`src/rtl/turn_signal_scheduler_if.sv`:
```
// Bundles the driver-switch requests and lamp/status outputs of turn_signal_scheduler.
// master = switch decoder / observer side, slave = the scheduler itself.
interface turn_signal_scheduler_if #(
  parameter int CNT_W = 8
);
  logic             left_req;
  logic             right_req;
  logic             hazard_req;
  logic             off;
  logic             lane_mode;
  logic             o_left_led;
  logic             o_right_led;
  logic [2:0]       o_state;
  logic [CNT_W-1:0] o_blink_cnt;
  logic             o_done;

  modport master (
    output left_req, right_req, hazard_req, off, lane_mode,
    input  o_left_led, o_right_led, o_state, o_blink_cnt, o_done
  );

  modport slave (
    input  left_req, right_req, hazard_req, off, lane_mode,
    output o_left_led, o_right_led, o_state, o_blink_cnt, o_done
  );
endinterface

```
`src/rtl/turn_signal_scheduler.sv`:
```
// Turn-signal mode arbiter with internal blink prescaler and lane-change auto-cancel.
// Optional macro HAZARD_MEMORY_EN: hazard exit by hazard_req resumes the interrupted direction.
module turn_signal_scheduler #(
  parameter int CLK_PER_HALF = 4,
  parameter int LANE_BLINKS  = 3,
  parameter int CNT_W        = 8
) (
  input  logic                    clk,
  input  logic                    reset,
  turn_signal_scheduler_if.slave  bus
);

  localparam int PH_W = (CLK_PER_HALF > 1) ? $clog2(CLK_PER_HALF) : 1;
  localparam logic [PH_W-1:0]  PH_MAX  = PH_W'(CLK_PER_HALF - 1);
  localparam logic [CNT_W-1:0] LANE_N  = CNT_W'(LANE_BLINKS);

  typedef enum logic [2:0] {
    S_IDLE   = 3'd0,
    S_LEFT   = 3'd1,
    S_RIGHT  = 3'd2,
    S_HAZARD = 3'd3,
    S_FINISH = 3'd4
  } state_t;

  state_t           state_q, state_d;
  logic [PH_W-1:0]  phase_q, phase_d;
  logic             phase_on_q, phase_on_d;
  logic [CNT_W-1:0] blink_q, blink_d;
  logic             lane_q, lane_d;
`ifdef HAZARD_MEMORY_EN
  logic [1:0]       mem_dir_q, mem_dir_d;   // 0 = none, 1 = left, 2 = right
  logic             mem_lane_q, mem_lane_d;
`endif

  logic   enter;
  state_t enter_state;
  logic   enter_lane;
  logic   advance;
  logic   one_dir;

  function automatic logic [CNT_W-1:0] sat_inc(input logic [CNT_W-1:0] v);
    return (&v) ? v : v + 1'b1;
  endfunction

  always_comb begin
    state_d     = state_q;
    phase_d     = phase_q;
    phase_on_d  = phase_on_q;
    blink_d     = blink_q;
    lane_d      = lane_q;
`ifdef HAZARD_MEMORY_EN
    mem_dir_d   = mem_dir_q;
    mem_lane_d  = mem_lane_q;
`endif
    enter       = 1'b0;
    enter_state = S_IDLE;
    enter_lane  = 1'b0;
    advance     = 1'b0;
    one_dir     = bus.left_req ^ bus.right_req;

    case (state_q)
      S_IDLE: begin
        if (bus.hazard_req) begin
          enter       = 1'b1;
          enter_state = S_HAZARD;
`ifdef HAZARD_MEMORY_EN
          mem_dir_d   = 2'd0;
`endif
        end else if (!bus.off && one_dir) begin
          enter       = 1'b1;
          enter_state = bus.left_req ? S_LEFT : S_RIGHT;
          enter_lane  = bus.lane_mode;
        end
      end
      S_LEFT, S_RIGHT: begin
        if (bus.hazard_req) begin
          enter       = 1'b1;
          enter_state = S_HAZARD;
`ifdef HAZARD_MEMORY_EN
          mem_dir_d   = (state_q == S_LEFT) ? 2'd1 : 2'd2;
          mem_lane_d  = lane_q;
`endif
        end else if (bus.off) begin
          state_d = S_FINISH;
        end else if (one_dir && ((state_q == S_LEFT) ? bus.right_req : bus.left_req)) begin
          enter       = 1'b1;
          enter_state = bus.left_req ? S_LEFT : S_RIGHT;
          enter_lane  = bus.lane_mode;
        end else begin
          advance = 1'b1;
        end
      end
      S_HAZARD: begin
        if (bus.hazard_req) begin
          state_d = S_FINISH;
`ifdef HAZARD_MEMORY_EN
          if (mem_dir_q != 2'd0) begin
            enter       = 1'b1;
            enter_state = (mem_dir_q == 2'd1) ? S_LEFT : S_RIGHT;
            enter_lane  = mem_lane_q;
          end
`endif
        end else if (bus.off) begin
          state_d = S_FINISH;
        end else begin
          advance = 1'b1;
        end
      end
      S_FINISH: begin
        state_d    = S_IDLE;
        phase_d    = '0;
        phase_on_d = 1'b1;
        blink_d    = '0;
      end
      default: state_d = S_IDLE;
    endcase

    // Entering an active mode restarts the timebase; otherwise the prescaler runs on.
    if (enter) begin
      state_d    = enter_state;
      phase_d    = '0;
      phase_on_d = 1'b1;
      blink_d    = '0;
      lane_d     = enter_lane;
    end else if (advance) begin
      if (phase_q == PH_MAX) begin
        phase_d    = '0;
        phase_on_d = !phase_on_q;
        if (!phase_on_q) begin
          blink_d = sat_inc(blink_q);
          if (lane_q && blink_d == LANE_N) state_d = S_FINISH;
        end
      end else begin
        phase_d = phase_q + 1'b1;
      end
    end
  end

  always_ff @(posedge clk or posedge reset) begin
    if (reset) begin
      state_q    <= S_IDLE;
      phase_q    <= '0;
      phase_on_q <= 1'b1;
      blink_q    <= '0;
      lane_q     <= 1'b0;
`ifdef HAZARD_MEMORY_EN
      mem_dir_q  <= 2'd0;
      mem_lane_q <= 1'b0;
`endif
    end else begin
      state_q    <= state_d;
      phase_q    <= phase_d;
      phase_on_q <= phase_on_d;
      blink_q    <= blink_d;
      lane_q     <= lane_d;
`ifdef HAZARD_MEMORY_EN
      mem_dir_q  <= mem_dir_d;
      mem_lane_q <= mem_lane_d;
`endif
    end
  end

  assign bus.o_state     = state_q;
  assign bus.o_left_led  = phase_on_q & ((state_q == S_LEFT)  | (state_q == S_HAZARD));
  assign bus.o_right_led = phase_on_q & ((state_q == S_RIGHT) | (state_q == S_HAZARD));
  assign bus.o_blink_cnt = blink_q;
  assign bus.o_done      = (state_q == S_FINISH);

endmodule

```
`src/flat_wrapper.sv`:
```
// flat-port wrapper written by rule: the top's interface ports become plain ports
module turn_signal_scheduler_flat 
#(
  parameter int CLK_PER_HALF = 4,
  parameter int LANE_BLINKS  = 3,
  parameter int CNT_W        = 8
)
  (clk, reset, bus_left_req, bus_right_req, bus_hazard_req, bus_off, bus_lane_mode, bus_o_left_led, bus_o_right_led, bus_o_state, bus_o_blink_cnt, bus_o_done);
  turn_signal_scheduler_if #(.CNT_W(CNT_W)) bus_i ();
  input  logic clk;
  input  logic reset;
  input wire logic [$bits(bus_i.left_req)-1:0] bus_left_req;
  input wire logic [$bits(bus_i.right_req)-1:0] bus_right_req;
  input wire logic [$bits(bus_i.hazard_req)-1:0] bus_hazard_req;
  input wire logic [$bits(bus_i.off)-1:0] bus_off;
  input wire logic [$bits(bus_i.lane_mode)-1:0] bus_lane_mode;
  output wire logic [$bits(bus_i.o_left_led)-1:0] bus_o_left_led;
  output wire logic [$bits(bus_i.o_right_led)-1:0] bus_o_right_led;
  output wire logic [$bits(bus_i.o_state)-1:0] bus_o_state;
  output wire logic [$bits(bus_i.o_blink_cnt)-1:0] bus_o_blink_cnt;
  output wire logic [$bits(bus_i.o_done)-1:0] bus_o_done;
  assign bus_i.left_req = bus_left_req;
  assign bus_i.right_req = bus_right_req;
  assign bus_i.hazard_req = bus_hazard_req;
  assign bus_i.off = bus_off;
  assign bus_i.lane_mode = bus_lane_mode;
  assign bus_o_left_led = bus_i.o_left_led;
  assign bus_o_right_led = bus_i.o_right_led;
  assign bus_o_state = bus_i.o_state;
  assign bus_o_blink_cnt = bus_i.o_blink_cnt;
  assign bus_o_done = bus_i.o_done;
  turn_signal_scheduler #(.CLK_PER_HALF(CLK_PER_HALF), .LANE_BLINKS(LANE_BLINKS), .CNT_W(CNT_W)) u_core (.clk(clk), .reset(reset), .bus(bus_i));
endmodule
```
`config.mk`:
```
export PLATFORM = sky130hd
export DESIGN_NAME = turn_signal_scheduler_flat
export DESIGN_NICKNAME = d
export VERILOG_FILES = /design/src/rtl/turn_signal_scheduler_if.sv /design/src/rtl/turn_signal_scheduler.sv /design/src/flat_wrapper.sv
export SDC_FILE = /design/constraint.sdc
export NUM_CORES = 1
export LEC_CHECK = 0
export BUFFER_PORTS_ARGS = -buffer_cell sky130_fd_sc_hd__buf_2
export CAP_MARGIN = 20
export CELL_PAD_IN_SITES_DETAIL_PLACEMENT = 1
export CELL_PAD_IN_SITES_GLOBAL_PLACEMENT = 1
export CORE_ASPECT_RATIO = 0.75
export CORE_MARGIN = 2
export CORE_UTILIZATION = 41
export DETAILED_ROUTE_END_ITERATION = 10
export PLACE_DENSITY_LB_ADDON = 0.1
export SYNTH_ARGS = -nofsm -noshare
export SYNTH_HDL_FRONTEND = slang
export SYNTH_SLANG_ARGS = --single-unit
```
`constraint.sdc`:
```
create_clock -name clk -period 2.3 [get_ports clk]
set_clock_uncertainty 0.15 [all_clocks]
set_input_delay 0 -clock clk [delete_from_list [all_inputs] [get_ports clk]]
set_output_delay 0 -clock clk [all_outputs]
set_load 0.01 [all_outputs]
```
==> results.sh <==
export IMPL_initial_utilization=0.421
export IMPL_final_cell_mix="20 x buf_2, 14 x dfrtp_1, 13 x nor2_1, 8 x nand2_1, 8 x a21oi_1"
export IMPL_hp_class="input pin to flip-flop"
export IMPL_via_per_inst=5.62
export IMPL_diodes=0
export IMPL_antenna_found_initial=0
export IMPL_slowest_stage="dfrtp_1"
export IMPL_synth_top_area_share=0.327
export IMPL_cts_tree="built"
export IMPL_fp_dieW_um=63.0
export IMPL_seqPwrFrac=0.416
export IMPL_first_iter_violations=21
export IMPL_final_common_cell="buf_2"
export IMPL_final_cells=178
export IMPL_first_global_vias=960
export IMPL_cts_sinks=15
export IMPL_num_fill_cells=314
export IMPL_coreArea_um2=2540
export IMPL_grt_overflow=0
export IMPL_post_cts_buffers=0
export IMPL_timing_hold_ws_ps=10.7
export IMPL_ant_nets=0
export IMPL_layout_drive_gt1_share=0.331
export IMPL_gp_congestion=0.873
export IMPL_finalCriticalPeriod_ps=2050
export IMPL_grt_max_degree=16
export IMPL_dp_cells=170
export IMPL_clk_pin_slew_worst_paths_ps=90
export IMPL_syn_to_final_growth_pct=19.0
export IMPL_p_int_uw=486
export IMPL_crit_chain="ha_1 -> nand3_1 -> or2_2 -> and2_4 -> a311oi_1"
export IMPL_clk_path_buf_depth=2
export IMPL_worstMarginPinSlew_ps=600
export IMPL_synth_fp_nets=123
export IMPL_critPathLaunchType="flip-flop"
export IMPL_grt_total_usage=0.200
export IMPL_dr_pass1_iters=4
export IMPL_synth_cell_types=46
export IMPL_final_nets=152
export IMPL_cpPeakStageDelay_ps=470
export IMPL_power_density_nw_per_um2=609
export IMPL_finalSetupViolations=0
export IMPL_synth_area_leaders="dfrtp_1 33%, nor2_1 4.6%, a21oi_1 3.7%, o21ai_0 3.3%, buf_6 3.2%"
export IMPL_seq_area_frac_synth=0.352
export IMPL_drc_errors=0
export IMPL_synth_cells=114
export IMPL_yosysWarnings=0
export IMPL_die_y_um=48.3
export IMPL_finalHoldViolCount=0
export IMPL_hpwl_um=2130
export IMPL_htree_levels=1
export IMPL_power_switching_uw=290
export IMPL_crit_path_end_kind="flip-flop"
export IMPL_fmax_mhz=489
export IMPL_maxSlewHeadroom=0.599
export IMPL_sw_frac_of_total=0.374
export IMPL_vdd_ir_drop_max_mv=0.308
export IMPL_outcome="finished, final reports clean"
export IMPL_period_share=0.890
export IMPL_netlist_area_um2=1070
export IMPL_synth_top_cell_by_area="dfrtp_1"
export IMPL_crit_path_max_fanout=7
export IMPL_wl_per_cell_um=15.9
export IMPL_combPwrFrac=0.368
export IMPL_numCtsBuffers=3
export IMPL_synth_avg_cell_area_um2=9.39
export IMPL_p_clk_frac=0.216
export IMPL_async_flop_share=1.00
export IMPL_cts_root_buf="clkbuf_4"
export IMPL_cap_viol_max_count=0
export IMPL_p_leak_nw=0.584
export IMPL_vias=1001
export IMPL_grt_setup_unrepaired="false"
export IMPL_power_total_uw=777
export IMPL_critPathRequiredTime_ps=2350
export IMPL_ioPinCount=21
export IMPL_worstSetupPathType="flip-flop to flip-flop"
export IMPL_slew_viol_final=0
export IMPL_dieArea_um2=3040
export IMPL_worstPathArrival_ps=2100
export IMPL_synth_top_flop_cell="dfrtp_1"
export IMPL_synth_edf_count=0
export IMPL_setup_tns_ps=0
export IMPL_grt_pass1_wl_um=4550
export IMPL_fp_row_count=16
export IMPL_ys_ff_latch=15
export IMPL_io_buffers=20
export IMPL_clock_latency_ps=310
export IMPL_drt_total_wl_um=2840
-- layout make-up --
cell class | instances | area, um^2 | area share
multi-input cells | 93 | 644 | 0.505
clock inverters | 1 | 5.00 | 0.00393
inverters | 1 | 3.75 | 0.00294
well taps | 36 | 45.0 | 0.0353
clock buffers | 3 | 22.5 | 0.0177
flip-flops and latches | 15 | 377 | 0.295
repair buffers | 29 | 178 | 0.139
-- Yosys cell counts, types with 2 or more instances --
library cell / count
dfrtp_1: 14
nor2_1: 13
a21oi_1: 8
nand2_1: 8
o21ai_0: 7
nand4_1: 5
and3_1: 4
buf_6: 3
mux2i_1: 3
nand3_1: 3
a21boi_0: 2
a21oi_2: 2
a311oi_1: 2
a31oi_1: 2
a32o_1: 2
and3b_2: 2
ha_1: 2
nand2b_1: 2
nor3_1: 2
or2_2: 2
-- final timing paths --
| check | from | to | slack (ps) | cells past startpoint |
|---|---|---|---|---|
| worst max-delay path | u_core.bus.o_blink_cnt[0] | u_core.bus.o_blink_cnt[2] | 250 | 5 |
| worst min-delay path | bus_left_req | u_core.bus.o_state[0] | 10 | 3 |
| worst max register to register | u_core.bus.o_blink_cnt[0] | u_core.bus.o_blink_cnt[2] | 250 | 5 |
| worst min register to register | u_core.lane_q | u_core.lane_q | 380 | 1 |
| max in group asynchronous | reset | u_core.bus.o_blink_cnt[1] | 1460 | 3 |
| min in group asynchronous | reset | u_core.bus.o_blink_cnt[7] | 140 | 3 |
-- logic make-up (layout without fill, tap and decap cells) --
| family | after synthesis | count (layout) | share of synthesized area |
|---|---|---|---|
| AO/OA/AOI/OAI | 33 | 33 | 0.225 |
| XOR/XNOR | 1 | 1 | 0.00818 |
| adder cells (fa/ha/maj) | 2 | 2 | 0.0234 |
| multiplexers | 4 | 4 | 0.0421 |
| AND/OR/NAND/NOR | 53 | 53 | 0.303 |
| flip-flops | 15 | 15 | 0.352 |
| buffers and inverters | 6 | 34 | 0.0467 |
-- per-stage QoR --
stage	cell area (um^2)	util	worst slack, ps
after global placement	1210	0.475	318
after CTS	1270	0.501	255
final	1270	0.501	253
after global routing	1270	0.501	93.3
after detailed placement	1210	0.475	280
after floorplan	1070	-	370
-- state kept, by name, summed over array words and instances, names as in the netlist --
signal / cells
u_core.bus.o_state: 3
u_core.lane_q: 1
u_core.bus.o_blink_cnt: 8
u_core.phase_on_q: 1
u_core.phase_q: 2
-- worst max-delay path, delay by kind of cell (launching register included) --
kind / cells / cell delay (ps)
flip-flops: 1 / 470
adder cells (fa/ha/maj): 1 / 310
AND/OR/NAND/NOR: 3 / 720
AO/OA/AOI/OAI: 1 / 290
-- metal layers --
layer,share of wire,vias to the layer above,track usage
met5,0,-,0
met4,0.0074,0,0.0400
met3,0.028,2,0.0416
met2,0.45,13,0.317
met1,0.52,498,0.289
li1,-,488,-
-- power by group through the flow --
stage / clock network, mW / logic (mW) / registers, mW
after CTS: 0.170 / 0.288 / 0.323
after floorplan: 0 / 0.211 / 0.322
after global placement: 0 / 0.275 / 0.326
final: 0.168 / 0.286 / 0.323
after detailed placement: 0 / 0.282 / 0.328
after global routing: 0.178 / 0.317 / 0.328
-- timing repair --
action | CTS | global route
endpoints found under the hold margin | 19 | 0
gates resized for setup | 0 | 0
hold buffers | 4 | 0
Note: power is estimated with default switching activity, not from simulation.
